[src/rtl/rs_syndrome_calc_if.sv]
// Handshake bundle for the RS(15,9) syndrome calculator: the symbol stream in,
// the syndrome result out, and the busy flag.
interface rs_syndrome_calc_if;
  logic [3:0]  symIn;
  logic        symValid;
  logic        symReady;
  logic [23:0] syndromeOut;
  logic        syndromeValid;
  logic        syndromeReady;
  logic        errorDetected;
  logic        busy;

  modport master (
    output symIn, symValid, syndromeReady,
    input  symReady, syndromeOut, syndromeValid, errorDetected, busy
  );

  modport slave (
    input  symIn, symValid, syndromeReady,
    output symReady, syndromeOut, syndromeValid, errorDetected, busy
  );
endinterface

[src/rtl/rs_syndrome_calc.sv]
// Symbol-serial RS(15,9) syndrome calculator over GF(16) (x^4+x+1): Horner
// evaluation of S1..S6 = r(alpha^j) on a word streamed r14 first.
module rs_syndrome_calc (
  input logic clk,
  input logic resetN,
  rs_syndrome_calc_if.slave bus
);

  typedef enum logic [1:0] {IDLE, ACCUM, HOLD} fsmState;

  fsmState          stateReg;
  logic [3:0]       cntReg;
  logic [5:0][3:0]  synReg;
  logic [5:0][3:0]  synNext;
  logic             validReg;
  logic             busyReg;
  logic             symReadyInt;
  logic             accept;
  logic             consume;

  function automatic logic [3:0] mulAlpha(input logic [3:0] a);
    return {a[2:0], 1'b0} ^ (a[3] ? 4'b0011 : 4'b0000);
  endfunction

  // Constant multiply by alpha^n as n chained alpha steps; n is a genvar, so
  // this flattens into a fixed XOR network per syndrome.
  function automatic logic [3:0] mulPow(input logic [3:0] a, input int n);
    logic [3:0] r;
    r = a;
    for (int k = 0; k < 6; k++) begin
      if (k < n) r = mulAlpha(r);
    end
    return r;
  endfunction

  assign symReadyInt = (stateReg != HOLD);
  assign accept      = bus.symValid && symReadyInt;
  assign consume     = validReg && bus.syndromeReady;

  genvar gi;
  generate
    for (gi = 0; gi < 6; gi++) begin : genSyn
      // The first symbol seeds the accumulator, so the previous word's
      // syndromes never leak into the next one.
      assign synNext[gi] = (stateReg == IDLE) ? bus.symIn
                                              : (mulPow(synReg[gi], gi + 1) ^ bus.symIn);
    end
  endgenerate

  always_ff @(posedge clk) begin
    if (!resetN) begin
      stateReg <= IDLE;
      cntReg   <= 4'd0;
      synReg   <= '0;
      validReg <= 1'b0;
      busyReg  <= 1'b0;
    end else begin
      case (stateReg)
        IDLE: begin
          if (accept) begin
            synReg   <= synNext;
            cntReg   <= 4'd1;
            stateReg <= ACCUM;
            busyReg  <= 1'b1;
          end
        end
        ACCUM: begin
          if (accept) begin
            synReg <= synNext;
            if (cntReg == 4'd14) begin
              cntReg   <= 4'd0;
              stateReg <= HOLD;
              validReg <= 1'b1;
            end else begin
              cntReg <= cntReg + 4'd1;
            end
          end
        end
        HOLD: begin
          if (consume) begin
            stateReg <= IDLE;
            validReg <= 1'b0;
            busyReg  <= 1'b0;
          end
        end
        default: begin
          stateReg <= IDLE;
          cntReg   <= 4'd0;
          validReg <= 1'b0;
          busyReg  <= 1'b0;
        end
      endcase
    end
  end

  assign bus.symReady      = symReadyInt;
  assign bus.syndromeOut   = synReg;
  assign bus.syndromeValid = validReg;
  assign bus.errorDetected = |synReg;
  assign bus.busy          = busyReg;

endmodule

[src/flat_wrapper.sv]
// flat-port wrapper written by rule: the top's interface ports become plain ports
module rs_syndrome_calc_flat 
  (clk, resetN, bus_symIn, bus_symValid, bus_syndromeReady, bus_symReady, bus_syndromeOut, bus_syndromeValid, bus_errorDetected, bus_busy);
  rs_syndrome_calc_if bus_i ();
  input logic clk;
  input logic resetN;
  input wire logic [$bits(bus_i.symIn)-1:0] bus_symIn;
  input wire logic [$bits(bus_i.symValid)-1:0] bus_symValid;
  input wire logic [$bits(bus_i.syndromeReady)-1:0] bus_syndromeReady;
  output wire logic [$bits(bus_i.symReady)-1:0] bus_symReady;
  output wire logic [$bits(bus_i.syndromeOut)-1:0] bus_syndromeOut;
  output wire logic [$bits(bus_i.syndromeValid)-1:0] bus_syndromeValid;
  output wire logic [$bits(bus_i.errorDetected)-1:0] bus_errorDetected;
  output wire logic [$bits(bus_i.busy)-1:0] bus_busy;
  assign bus_i.symIn = bus_symIn;
  assign bus_i.symValid = bus_symValid;
  assign bus_i.syndromeReady = bus_syndromeReady;
  assign bus_symReady = bus_i.symReady;
  assign bus_syndromeOut = bus_i.syndromeOut;
  assign bus_syndromeValid = bus_i.syndromeValid;
  assign bus_errorDetected = bus_i.errorDetected;
  assign bus_busy = bus_i.busy;
  rs_syndrome_calc u_core (.clk(clk), .resetN(resetN), .bus(bus_i));
endmodule
[config.mk]
export PLATFORM = sky130hd
export DESIGN_NAME = rs_syndrome_calc_flat
export DESIGN_NICKNAME = d
export VERILOG_FILES = /design/src/rtl/rs_syndrome_calc_if.sv /design/src/rtl/rs_syndrome_calc.sv /design/src/flat_wrapper.sv
export SDC_FILE = /design/constraint.sdc
export NUM_CORES = 1
export LEC_CHECK = 0
export CAP_MARGIN = 20
export CORE_ASPECT_RATIO = 0.5
export CORE_UTILIZATION = 56
export CTS_CLUSTER_DIAMETER = 120
export DETAILED_ROUTE_END_ITERATION = 16
export PLACE_DENSITY = 0.87
export SLEW_MARGIN = 20
export SYNTH_ARGS = -nofsm -noshare
export SYNTH_HDL_FRONTEND = slang
export SYNTH_SLANG_ARGS = --single-unit
[constraint.sdc]
create_clock -name clk -period 2.7 [get_ports clk]
set_input_delay 0.54 -clock clk [delete_from_list [all_inputs] [get_ports clk]]
set_output_delay 0.54 -clock clk [all_outputs]
set_load 0.02 [all_outputs]
==> results_tabular.tex, run 1 <==
\begin{tabular}{lr}
\hline
Metric & Value \\
\hline
\multicolumn{2}{l}{\textbf{Global routing}} \\
\quad Largest net degree at the start of global routing & 42 \\
\quad Total track usage & 0.300 \\
\quad Via count of the first global-routing pass & 1,794 \\
\quad Antenna violations before repair & 0 \\
\quad Global-route wire length before repair & between 8 and 9 mm \\
\quad Grt total ovfl & 0 \\
\multicolumn{2}{l}{\textbf{Outcome}} \\
\quad Result of the run & completed \\
\multicolumn{2}{l}{\textbf{Worst setup path}} \\
\quad Reg-to-reg setup timing slack & around 0.80 ns \\
\quad Reg-to-reg critical path startpoint & u\_core.stateReg[0] \\
\quad Cell depth of the worst flop-to-flop path & 5 \\
\quad CP arrival & 2.04 ns \\
\quad Biggest fanout along the worst timing path & 4 \\
\quad CP endpoint & bus\_errorDetected \\
\quad Worst setup path startpoint & u\_core.bus.syndromeOut[7] \\
\quad Sort of element at the start of the critical path & register \\
\quad Endpoint kind of the worst setup timing path & primary output \\
\quad Worst path depth & 6 \\
\quad Worst reg2reg path endpoint & u\_core.bus.syndromeOut[1] \\
\quad Highest-delay cell along the critical path & sky130\_fd\_sc\_hd\_\_clkdlybuf4s50\_1 \\
\quad Crit path buf inv count & 2 \\
\quad Start-to-end type of the worst setup path & reg2out \\
\quad Critical path's top delay family & simple AND/OR/NAND/NOR gates \\
\quad CP required & $\sim$2.2 ns \\
\quad Worst-path cell chain & inv\_1 > ha\_1 > nor4b\_1 > and4\_1 > nand4\_1 > clkdlybuf4s50\_1 \\
\quad Critical path's largest stage delay & 0.55 ns \\
\multicolumn{2}{l}{\textbf{STA}} \\
\quad Setup repair after global routing missed its margin & false \\
\quad Slew at the pin closest to its max-slew limit & 0.826 ns \\
\quad Number of hold-slack violations in the final timing report & 0 \\
\quad Total negative slack for setup checks & 0 ns \\
\quad Number of pins with negative max-slew slack in the final report & 0 \\
\quad Post-route fraction of the period consumed by the critical path & 0.955 \\
\quad Final setup skew & 0.00356 ns \\
\quad Final critical delay including setup and external delays & 2.58 ns \\
\quad Highest achievable clock rate & between 300 and 400 MHz \\
\quad Slew margin rel. & 0.449 \\
\quad Number of failing setup endpoints in the final timing report & 0 \\
\quad Worst Setup Slack, final & 0.120 ns \\
\quad Final hold slack & 0.500 ns \\
\multicolumn{2}{l}{\textbf{Yosys}} \\
\quad Adder and majority cell fraction of the synthesized area & 0.0317 \\
\quad EDFF count, synth & 0 \\
\quad Sequential cell area fraction in the yosys report & 0.324 \\
\quad Simple-gate share of the synthesized area & 0.189 \\
\quad Top cells by area, synth & sky130\_fd\_sc\_hd\_\_dfxtp\_1, sky130\_fd\_sc\_hd\_\_o21ai\_0, sky130\_fd\_sc\_hd\_\_a211oi\_1 \\
\quad Fraction of synthesized cell area in xor and xnor cells & 0.129 \\
\quad FF+latch count, synth & 32 \\
\quad Count of different cell masters after synthesis & 46 \\
\quad Syn\_area\_per\_cell & between 8 and 9 um2 \\
\quad Proportion of register bits with asynchronous set or reset after synthesis & 0 \\
\quad Fraction of synthesized cell area taken by the top area cell type & 0.324 \\
\quad Warnings, synthesis & 0 \\
\quad Dominant combinational cell family by area after synthesis & compound AO/OA/AOI/OAI gates \\
\quad Synthesized netlist net count & 255 \\
\quad Compound-cell area share of the yosys netlist & 0.228 \\
\quad Share of cell area taken by muxes after synthesis & 0.0203 \\
\quad Netlist area before placement & 1970 um2 \\
\quad Top flip-flop cell by instance count after synthesis & sky130\_fd\_sc\_hd\_\_dfxtp\_1 \\
\quad Mapped Cells & between 200 and 250 \\
\quad Post-synth top area cell & sky130\_fd\_sc\_hd\_\_dfxtp\_1 \\
\multicolumn{2}{l}{\textbf{Detailed routing}} \\
\quad Starting DRT DRC Count & between 150 and 200 \\
\quad Routed length on met2 & around 2.3 mm \\
\quad Highest routed layer & met4 \\
\quad Met3 wirelength from detailed routing & 486 um \\
\quad Router iterations before antenna repair & 4 \\
\quad Mean routed wirelength per cell & about 16 um \\
\quad DRC violation count after routing & 0 \\
\quad Total vias in the final route & approximately 1,900 \\
\quad Average vias per placed instance & 6.08 \\
\quad Met1 WL & 2.26 mm \\
\quad Final WL & between 5 and 6 mm \\
\quad Post-DRT Antenna Nets & 0 \\
\multicolumn{2}{l}{\textbf{Pwr}} \\
\quad Internal Dissipation & 848 uW \\
\quad Power density normalized to cell area & 517 nW/um2 \\
\quad Fraction of power consumed by the clock network & 0.276 \\
\quad Total power & 1.25 mW \\
\quad Logic pwr share & 0.275 \\
\quad Sequential cell fraction of total power & 0.448 \\
\quad Leakage power & 0.858 nW \\
\quad Switch Pwr & 400 uW \\
\quad Maximum resistive drop on vdd & roughly 0.0003 V \\
\quad Net Sw Frac & 0.321 \\
\multicolumn{2}{l}{\textbf{Floorplan}} \\
\quad Die Y-Extent & 44.0 um \\
\quad Effective utilization at floorplan & 0.623 \\
\quad Std-Cell Core Area & between 3000 and 4000 um2 \\
\quad Area enclosed by the die boundary & 3780 um2 \\
\quad Number of top-level pins & 36 \\
\quad Total number of placement rows & 14 \\
\quad Horizontal die dimension & 86.0 um \\
\multicolumn{2}{l}{\textbf{Final layout}} \\
\quad Final non-filler cell area & 2410 um2 \\
\quad Layout overhead on the synthesized area & 22.3\% \\
\quad Count of nets after finishing & 283 \\
\quad Final design utilization & 0.762 \\
\quad Final cell count without fillers & about 320 \\
\quad Antenna diode count & 0 \\
\quad Fraction of final layout cells with drive strength greater than 1 & 0.0519 \\
\multicolumn{2}{l}{\textbf{Placement}} \\
\quad Port Buf Inserts & 35 \\
\quad Total instance count after detailed placement & 311 \\
\quad Worst Setup Slack post-DPL & 0.414 ns \\
\quad Detailed-placement wirelength estimate & 3.63 mm \\
\quad Global placer's final weighted congestion & around 0.87 \\
\quad Cell area after placement & 2340 um2 \\
\multicolumn{2}{l}{\textbf{Clocking}} \\
\quad Clock latency at the later pin of the worst-skew pair & 0.28 ns \\
\quad TritonCTS Buffers & 5 \\
\quad Number of H-tree levels & 2 \\
\quad Post-cts sizing count & 0 \\
\quad TritonCTS clock tree & yes \\
\quad Post-CTS clock slew at the launch and capture registers of the worst setup and hold paths & 0.06 ns \\
\quad Clock tree root buffer cell & sky130\_fd\_sc\_hd\_\_clkbuf\_8 \\
\quad Post CTS Setup Buffer Count & 0 \\
\quad CTS hold repair buffers & 0 \\
\quad Clock sink count & 32 \\
\quad Maximum buffer depth of the clock tree & 2 \\
\multicolumn{2}{l}{\textbf{Hold path}} \\
\quad Hold Path Cell Cnt & 2 \\
\quad Hold Path Class & reg2reg \\
\multicolumn{2}{l}{\textbf{Run}} \\
\quad Max-cap viol count & 0 \\
\hline
\end{tabular}
==> flip-flops by register name (all words and copies together) (netlist names) <==
| name | cells |
|---|---|
| u_core.stateReg | 2 |
| u_core.cntReg | 4 |
| u_core.bus.busy | 1 |
| u_core.bus.syndromeValid | 1 |
| u_core.bus.syndromeOut | 24 |
==> power groups by stage <==
| stage | sequential (mW) | clock, mW | combinational [mW] |
|---|---|---|---|
| 2_1_floorplan | 0.596 | 0 | 0.189 |
| 3_5_place_dp | 0.568 | 0 | 0.342 |
| 5_1_grt | 0.566 | 0.372 | 0.375 |
| 6_report | 0.560 | 0.345 | 0.343 |
| 4_1_cts | 0.558 | 0.349 | 0.344 |
| 3_3_place_gp | 0.565 | 0 | 0.330 |
==> per-layer routing <==
layer / vias up / global-route usage
met5: - / 0
met4: 0 / 0.0800
met3: 15 / 0.0914
met2: 91 / 0.484
met1: 915 / 0.397
li1: 912 / -
==> kinds of logic after synthesis <==
logic type	count (synthesis)
compound gates	73
simple gates	69
buf+inv	33
flops	32
xor+xnor	26
fa+ha+maj	5
mux	4
==> synthesized netlist by cell type, drive strengths merged (3+ instances only) <==
| cell type | number |
|---|---|
| a21oi | 14 |
| nand2 | 9 |
| xor2 | 12 |
| o31ai | 3 |
| a211oi | 14 |
| nor4 | 7 |
| inv | 13 |
| nor2 | 25 |
| dfxtp | 32 |
| nor3b | 3 |
| and2 | 5 |
| mux2i | 4 |
| ha | 5 |
| nor3 | 6 |
| o21ai | 28 |
| clkbuf | 4 |
| nor4b | 3 |
| buf | 15 |
| xnor2 | 12 |
==> worst reg2reg max path: stages, from the launching register on <==
cell and delay, ns:
sky130_fd_sc_hd__dfxtp_1 0.39, sky130_fd_sc_hd__buf_4 0.23, sky130_fd_sc_hd__nor2_2 0.65, sky130_fd_sc_hd__nor2_1 0.14
sky130_fd_sc_hd__xnor2_1 0.16, sky130_fd_sc_hd__a211oi_1 0.25
==> cells in the final DEF, fill, tap and decap left out, types with 2 or more instances in the layout <==
master	n
sky130_fd_sc_hd__clkbuf_8	5
sky130_fd_sc_hd__inv_1	13
sky130_fd_sc_hd__nor2_1	24
sky130_fd_sc_hd__o21ai_0	28
sky130_fd_sc_hd__xnor3_1	2
sky130_fd_sc_hd__xnor2_1	12
sky130_fd_sc_hd__or3_1	2
sky130_fd_sc_hd__nor4_1	7
sky130_fd_sc_hd__a31oi_1	2
sky130_fd_sc_hd__nor4b_1	3
sky130_fd_sc_hd__a21oi_1	14
sky130_fd_sc_hd__nor3b_1	3
sky130_fd_sc_hd__nand2_1	9
sky130_fd_sc_hd__mux2i_1	4
sky130_fd_sc_hd__nor3_1	5
sky130_fd_sc_hd__o21bai_1	2
sky130_fd_sc_hd__a222oi_1	2
sky130_fd_sc_hd__buf_4	4
sky130_fd_sc_hd__ha_1	5
sky130_fd_sc_hd__dfxtp_1	32
sky130_fd_sc_hd__and2_1	5
sky130_fd_sc_hd__xor2_1	12
sky130_fd_sc_hd__o31ai_1	3
sky130_fd_sc_hd__nand4bb_1	2
sky130_fd_sc_hd__a211oi_1	14
sky130_fd_sc_hd__a22oi_1	2
sky130_fd_sc_hd__clkdlybuf4s50_1	35
==> cell type report <==
type	instances	area [um2]
clock buffer	6	72.6
clock inverter	1	5.00
fill	228	756
inverter	14	52.6
multi-input combinational	177	1180
sequential	32	641
tap	48	60.1
timing repair buffer	40	400
==> worst min path at each step <==
stage | from | slack [ns] | endpoint
6_report | u_core.cntReg[1] | 0.50 | u_core.cntReg[1]
5_1_grt | u_core.bus.syndromeValid | 0.53 | u_core.bus.syndromeValid
4_1_cts | u_core.cntReg[1] | 0.50 | u_core.cntReg[1]
3_5_place_dp | u_core.cntReg[1] | 0.49 | u_core.cntReg[1]
3_3_place_gp | u_core.cntReg[3] | 0.48 | u_core.cntReg[3]
2_1_floorplan | u_core.cntReg[3] | 0.46 | u_core.cntReg[3]
Note: power is estimated with default switching activity, not from simulation.
==> inputs of run 2 (changes only) <==
Settings changed: CORE_MARGIN from default to 3.
==> run 2 against run 1 <==
First-iteration DRC count fell by 35%. Fmax rose by 1.3%. Power rose by 2.9%. Combinational power barely moved. Critical path type unchanged. Largest cell class unchanged. Highest routed layer unchanged.
==> results_tabular.tex, run 2 (synthesis gave the netlist of run 1 again) <==
\begin{tabular}{lr}
\hline
Metric & Value \\
\hline
\multicolumn{2}{l}{\textbf{Worst setup path}} \\
\quad Endpoint kind of the worst setup timing path & primary output \\
\quad Worst-path cell chain & inv\_1 > ha\_1 > nor4b\_1 > and4\_1 > nand4\_1 > clkdlybuf4s50\_1 \\
\quad Critical path's top delay family & buffers and inverters \\
\quad Cell depth of the worst flop-to-flop path & 5 \\
\quad Biggest fanout along the worst timing path & 4 \\
\quad Reg-to-reg critical path startpoint & u\_core.stateReg[1] \\
\quad Sort of element at the start of the critical path & register \\
\quad CP required & between 2 and 2.5 ns \\
\quad Start-to-end type of the worst setup path & reg2out \\
\quad Worst reg2reg path endpoint & u\_core.bus.syndromeOut[11] \\
\quad Worst setup path startpoint & u\_core.bus.syndromeOut[7] \\
\quad Highest-delay cell along the critical path & sky130\_fd\_sc\_hd\_\_clkdlybuf4s50\_1 \\
\quad CP arrival & 2.01 ns \\
\quad Critical path's largest stage delay & 0.55 ns \\
\quad Reg-to-reg setup timing slack & 0.67 ns \\
\quad Crit path buf inv count & 2 \\
\multicolumn{2}{l}{\textbf{Floorplan}} \\
\quad Std-Cell Core Area & 3190 um2 \\
\quad Total number of placement rows & 14 \\
\quad Number of top-level pins & 36 \\
\quad Effective utilization at floorplan & 0.619 \\
\quad Die Y-Extent & 48.0 um \\
\quad Area enclosed by the die boundary & 4320 um2 \\
\quad Horizontal die dimension & around 90 um \\
\multicolumn{2}{l}{\textbf{Hold path}} \\
\quad Worst min-delay path endpoint & u\_core.bus.syndromeValid \\
\quad Hold path start & u\_core.bus.syndromeValid \\
\quad Hold Path Cell Cnt & 2 \\
\quad Hold Path Class & reg2reg \\
\multicolumn{2}{l}{\textbf{STA}} \\
\quad Number of pins with negative max-slew slack in the final report & 0 \\
\quad Final critical delay including setup and external delays & 2.55 ns \\
\quad Slew margin rel. & 0.437 \\
\quad Setup repair after global routing missed its margin & false \\
\quad Number of hold-slack violations in the final timing report & 0 \\
\quad Post-route fraction of the period consumed by the critical path & 0.944 \\
\quad Worst Setup Slack, final & 0.152 ns \\
\quad Slew at the pin closest to its max-slew limit & 0.844 ns \\
\quad Number of failing setup endpoints in the final timing report & 0 \\
\quad Highest achievable clock rate & 393 MHz \\
\quad Total negative slack for setup checks & 0 ns \\
\quad Final setup skew & 0.00685 ns \\
\multicolumn{2}{l}{\textbf{Final layout}} \\
\quad Most common cell after layout, fill and taps aside & sky130\_fd\_sc\_hd\_\_clkdlybuf4s50\_1 \\
\quad Count of nets after finishing & 283 \\
\quad Final cell count without fillers & between 300 and 400 \\
\quad Antenna diode count & 0 \\
\quad Fraction of final layout cells with drive strength greater than 1 & 0.0517 \\
\quad Flip-flop count of the largest register, all copies and words added & 24 \\
\quad Layout overhead on the synthesized area & 22.3\% \\
\quad Top library cells by usage in the layout, fill and taps aside & sky130\_fd\_sc\_hd\_\_clkdlybuf4s50\_1, sky130\_fd\_sc\_hd\_\_dfxtp\_1, sky130\_fd\_sc\_hd\_\_o21ai\_0 \\
\multicolumn{2}{l}{\textbf{Clocking}} \\
\quad Clock latency at the later pin of the worst-skew pair & 0.28 ns \\
\quad Maximum buffer depth of the clock tree & 2 \\
\quad Clock sink count & 32 \\
\quad Post-cts sizing count & 0 \\
\quad Post CTS Setup Buffer Count & 0 \\
\quad Number of H-tree levels & 2 \\
\quad TritonCTS clock tree & yes \\
\quad TritonCTS Buffers & 5 \\
\quad CTS hold repair buffers & 0 \\
\quad Post-CTS clock slew at the launch and capture registers of the worst setup and hold paths & 0.07 ns \\
\quad Clock tree root buffer cell & sky130\_fd\_sc\_hd\_\_clkbuf\_8 \\
\multicolumn{2}{l}{\textbf{Detailed routing}} \\
\quad Final WL & 5.01 mm \\
\quad DRC violation count after routing & 0 \\
\quad Starting DRT DRC Count & 102 \\
\quad Average vias per placed instance & $\sim$5.8 \\
\quad Post-DRT Antenna Nets & 0 \\
\quad Mean routed wirelength per cell & 15.7 um \\
\quad Total vias in the final route & 1,863 \\
\quad Router iterations before antenna repair & 4 \\
\multicolumn{2}{l}{\textbf{Placement}} \\
\quad Worst Setup Slack post-DPL & between 0.4 and 0.5 ns \\
\quad Port Buf Inserts & 35 \\
\quad Total instance count after detailed placement & between 300 and 400 \\
\quad Global placer's final weighted congestion & 0.792 \\
\quad Detailed-placement wirelength estimate & 3.39 mm \\
\multicolumn{2}{l}{\textbf{Outcome}} \\
\quad Result of the run & completed \\
\multicolumn{2}{l}{\textbf{Global routing}} \\
\quad Total track usage & 0.241 \\
\quad Antenna violations before repair & 0 \\
\quad Grt total ovfl & 0 \\
\quad Global-route wire length before repair & 8.10 mm \\
\quad Largest net degree at the start of global routing & 44 \\
\quad Via count of the first global-routing pass & 1,674 \\
\multicolumn{2}{l}{\textbf{Pwr}} \\
\quad Leakage power & 0.857 nW \\
\quad Maximum resistive drop on vdd & 0.000286 V \\
\quad Power density normalized to cell area & 532 nW/um2 \\
\multicolumn{2}{l}{\textbf{Run}} \\
\quad Max-cap viol count & 0 \\
\hline
\end{tabular}
[run 2: cell types whose count changed in the layout (fill, tap and decap cells not counted)]
cell,delta
sky130_fd_sc_hd__buf_12,-1
sky130_fd_sc_hd__buf_4,+1
sky130_fd_sc_hd__clkinv_2,-1
sky130_fd_sc_hd__clkbuf_8,+1
sky130_fd_sc_hd__clkbuf_1,+1
[run 2: through the flow]
step	util	power (mW)	hold slack [ns]	instance area, um2
final	0.757	1.28	0.500	2410
after global routing	0.757	1.35	0.518	2410
after floorplan	-	0.784	0.460	1970
after detailed placement	0.729	0.906	0.494	2320
after global placement	0.729	0.894	0.473	2320
after CTS	0.757	1.29	0.502	2410
[run 2: layout make-up]
class / instances / area [um2]
Multi-Input combinational cell: 177 / 1180
Fill cell: 262 / 773
Sequential cell: 32 / 641
Timing Repair Buffer: 40 / 388
Clock buffer: 8 / 90.1
Tap cell: 48 / 60.1
Inverter: 14 / 52.6
[run 2: routing by layer]
layer | up-vias | share of wire | GRT usage
li1 | 924 | - | -
met1 | 863 | 0.45 | 0.311
met2 | 70 | 0.47 | 0.423
met3 | 6 | 0.074 | 0.0597
met4 | 0 | 0.0084 | 0.0608
met5 | - | 0 | 0
[run 2: how the worst max path moves through the flow]
stage / to / slack (ns) / depth (start not counted)
detailed placement: bus_errorDetected / 0.47 / 6
finish: bus_errorDetected / 0.15 / 6
global route: bus_errorDetected / 0.07 / 6
floorplan: bus_errorDetected / 0.91 / 5
CTS: bus_errorDetected / 0.16 / 6
global placement: bus_errorDetected / 0.52 / 6
[run 2: worst reg2reg max path, cell delays in order, from the launching register on]
cell and delay (ns):
sky130_fd_sc_hd__dfxtp_1 0.44, sky130_fd_sc_hd__buf_4 0.26, sky130_fd_sc_hd__nor2_2 0.67, sky130_fd_sc_hd__o31ai_1 0.15, sky130_fd_sc_hd__a222oi_1 0.27, sky130_fd_sc_hd__a21oi_1 0.11
[run 2: report_power, final]
group          switching, mW  internal, mW
Clock                  0.175         0.208
Sequential            0.0491         0.508
Combinational          0.180         0.164
Total                  0.405         0.880
==> inputs of run 3 (changes only) <==
Settings changed: PLACE_DENSITY 0.87 to default, PLACE_DENSITY_LB_ADDON from default to 0.08.
==> run 3 against run 2 <==
Die area is the same. Power grew 0.44%. Critical path depth is the same. Via count grew 1.0%. Clock-buffer cell count shrank 2. Global-route usage shrank 0.26 points. Register-to-register slack gained 0.37 ns. Largest power group unchanged. Highest routed layer unchanged.
==> results_tabular.tex, run 3 (synthesis gave the netlist of run 1 again) <==
\begin{tabular}{lr}
\hline
Metric & Value \\
\hline
\multicolumn{2}{l}{\textbf{Pwr}} \\
\quad Power density normalized to cell area & 530 nW/um2 \\
\quad Fraction of power consumed by the clock network & 0.303 \\
\quad Logic pwr share & 0.264 \\
\quad Sequential cell fraction of total power & 0.433 \\
\quad Net Sw Frac & 0.321 \\
\quad Leakage power & roughly 0.87 nW \\
\quad Internal Dissipation & 876 uW \\
\quad Switch Pwr & 414 uW \\
\quad Maximum resistive drop on vdd & 0.000417 V \\
\multicolumn{2}{l}{\textbf{Placement}} \\
\quad Global placer's final weighted congestion & approximately 0.80 \\
\quad Detailed-placement wirelength estimate & around 3.5 mm \\
\quad Port Buf Inserts & 35 \\
\quad Worst Setup Slack post-DPL & 0.485 ns \\
\multicolumn{2}{l}{\textbf{Clocking}} \\
\quad Number of H-tree levels & 2 \\
\quad Clock tree root buffer cell & sky130\_fd\_sc\_hd\_\_clkbuf\_8 \\
\quad Clock latency at the later pin of the worst-skew pair & 0.29 ns \\
\quad CTS hold repair buffers & 0 \\
\quad Post-cts sizing count & 0 \\
\quad Post CTS Setup Buffer Count & 0 \\
\quad TritonCTS Buffers & 5 \\
\quad Maximum buffer depth of the clock tree & 2 \\
\quad Post-CTS clock slew at the launch and capture registers of the worst setup and hold paths & 0.07 ns \\
\quad Clock sink count & 32 \\
\quad TritonCTS clock tree & yes \\
\multicolumn{2}{l}{\textbf{Worst setup path}} \\
\quad Worst-path cell chain & inv\_1 > ha\_1 > nor4b\_1 > and4\_1 > nand4\_1 > clkdlybuf4s50\_1 \\
\quad Worst reg2reg path endpoint & u\_core.bus.syndromeOut[13] \\
\quad Reg-to-reg critical path startpoint & u\_core.stateReg[1] \\
\quad Start-to-end type of the worst setup path & reg2out \\
\quad CP required & between 2 and 2.5 ns \\
\quad Reg-to-reg setup timing slack & about 1.0 ns \\
\quad Highest-delay cell along the critical path & sky130\_fd\_sc\_hd\_\_clkdlybuf4s50\_1 \\
\quad Critical path's largest stage delay & roughly 0.60 ns \\
\quad Endpoint kind of the worst setup timing path & primary output \\
\quad Cell depth of the worst flop-to-flop path & 6 \\
\quad Sort of element at the start of the critical path & register \\
\quad CP arrival & 2.00 ns \\
\quad Biggest fanout along the worst timing path & 6 \\
\multicolumn{2}{l}{\textbf{STA}} \\
\quad Number of pins with negative max-slew slack in the final report & 0 \\
\quad Final hold slack & 0.498 ns \\
\quad Setup repair after global routing missed its margin & false \\
\quad Number of failing setup endpoints in the final timing report & 0 \\
\quad Final critical delay including setup and external delays & 2.54 ns \\
\quad Post-route fraction of the period consumed by the critical path & 0.939 \\
\quad Highest achievable clock rate & 394 MHz \\
\quad Worst Setup Slack, final & 0.165 ns \\
\quad Final setup skew & $\sim$0.0055 ns \\
\quad Slew at the pin closest to its max-slew limit & between 0.6 and 0.7 ns \\
\quad Number of hold-slack violations in the final timing report & 0 \\
\quad Total negative slack for setup checks & 0 ns \\
\quad Slew margin rel. & 0.588 \\
\multicolumn{2}{l}{\textbf{Global routing}} \\
\quad Via count of the first global-routing pass & 1,696 \\
\quad Global-route wire length before repair & 7.99 mm \\
\quad Largest net degree at the start of global routing & 27 \\
\quad Total track usage & 0.238 \\
\quad Grt total ovfl & 0 \\
\quad Antenna violations before repair & 0 \\
\multicolumn{2}{l}{\textbf{Outcome}} \\
\quad Result of the run & completed \\
\multicolumn{2}{l}{\textbf{Detailed routing}} \\
\quad Final WL & 5.00 mm \\
\quad Post-DRT Antenna Nets & 0 \\
\quad Starting DRT DRC Count & 123 \\
\quad DRC violation count after routing & 0 \\
\quad Router iterations before antenna repair & 4 \\
\quad Average vias per placed instance & approximately 6 \\
\quad Total vias in the final route & 1,882 \\
\quad Mean routed wirelength per cell & 15.6 um \\
\multicolumn{2}{l}{\textbf{Run}} \\
\quad Max-cap viol count & 0 \\
\multicolumn{2}{l}{\textbf{Final layout}} \\
\quad Most common cell after layout, fill and taps aside & sky130\_fd\_sc\_hd\_\_clkdlybuf4s50\_1 \\
\quad Fraction of final layout cells with drive strength greater than 1 & 0.0659 \\
\quad Flip-flop count of the largest register, all copies and words added & 24 \\
\quad Top library cells by usage in the layout, fill and taps aside & sky130\_fd\_sc\_hd\_\_clkdlybuf4s50\_1, sky130\_fd\_sc\_hd\_\_dfxtp\_1, sky130\_fd\_sc\_hd\_\_o21ai\_0 \\
\quad Antenna diode count & 0 \\
\quad Layout overhead on the synthesized area & 23.2\% \\
\quad Count of nets after finishing & $\sim$290 \\
\multicolumn{2}{l}{\textbf{Floorplan}} \\
\quad Total number of placement rows & 14 \\
\quad Effective utilization at floorplan & 0.619 \\
\quad Std-Cell Core Area & 3190 um2 \\
\quad Number of top-level pins & 36 \\
\quad Area enclosed by the die boundary & 4320 um2 \\
\quad Die Y-Extent & 48.0 um \\
\quad Horizontal die dimension & 90.0 um \\
\multicolumn{2}{l}{\textbf{Hold path}} \\
\quad Hold Path Class & reg2reg \\
\quad Hold path start & u\_core.bus.syndromeValid \\
\quad Hold Path Cell Cnt & 2 \\
\quad Worst min-delay path endpoint & u\_core.bus.syndromeValid \\
\hline
\end{tabular}
==> run 3: per-stage QoR <==
stage | instances | power (mW) | area (um2) | utilization
after floorplan | 242 | 0.784 | 1970 | -
after global placement | 313 | 0.898 | 2340 | 0.734
after detailed placement | 313 | 0.906 | 2340 | 0.734
after CTS | 321 | 1.29 | 2430 | 0.763
after global routing | 321 | 1.35 | 2430 | 0.763
final | 321 | 1.29 | 2430 | 0.763
==> run 3: layer usage <==
layer | vias up | track usage | part of all wire
met1 | 885 | 0.299 | 0.47
li1 | 930 | - | -
met5 | - | 0 | 0
met2 | 63 | 0.420 | 0.46
met4 | 0 | 0.0912 | 0.0068
met3 | 4 | 0.0549 | 0.069
==> run 3: worst max path at each step <==
stage / from / cells past startpoint / end / slack [ns]
after floorplan: u_core.bus.syndromeOut[14] / 5 / bus_errorDetected / 0.91
after global placement: u_core.bus.syndromeOut[14] / 6 / bus_errorDetected / 0.53
after detailed placement: u_core.bus.syndromeOut[14] / 6 / bus_errorDetected / 0.49
after CTS: u_core.bus.syndromeOut[14] / 6 / bus_errorDetected / 0.16
after global routing: u_core.bus.syndromeOut[14] / 6 / bus_errorDetected / 0.04
final: u_core.bus.syndromeOut[14] / 6 / bus_errorDetected / 0.16
==> run 3: power groups by stage <==
| stage | Combinational, mW | Sequential, mW | Clock, mW |
|---|---|---|---|
| floorplan | 0.189 | 0.596 | 0 |
| global placement | 0.332 | 0.566 | 0 |
| detailed placement | 0.338 | 0.568 | 0 |
| CTS | 0.341 | 0.558 | 0.392 |
| global route | 0.374 | 0.565 | 0.410 |
| finish | 0.341 | 0.559 | 0.391 |
==> run 3: layout make-up <==
cell class	count	area (um2)
fillers	252	756
multi-input cells	177	1180
inverters	14	52.6
clock inverters	2	10.0
flip-flops and latches	32	641
clock buffers	6	82.6
well taps	48	60.1
repair buffers	42	403
==> run 3: worst max-delay path: cells and delay by family (launching register included) <==
kind | cells | cell delay [ns]
flops | 1 | 0.41
simple gates | 3 | 0.41
fa+ha+maj | 1 | 0.20
buf+inv | 2 | 0.69
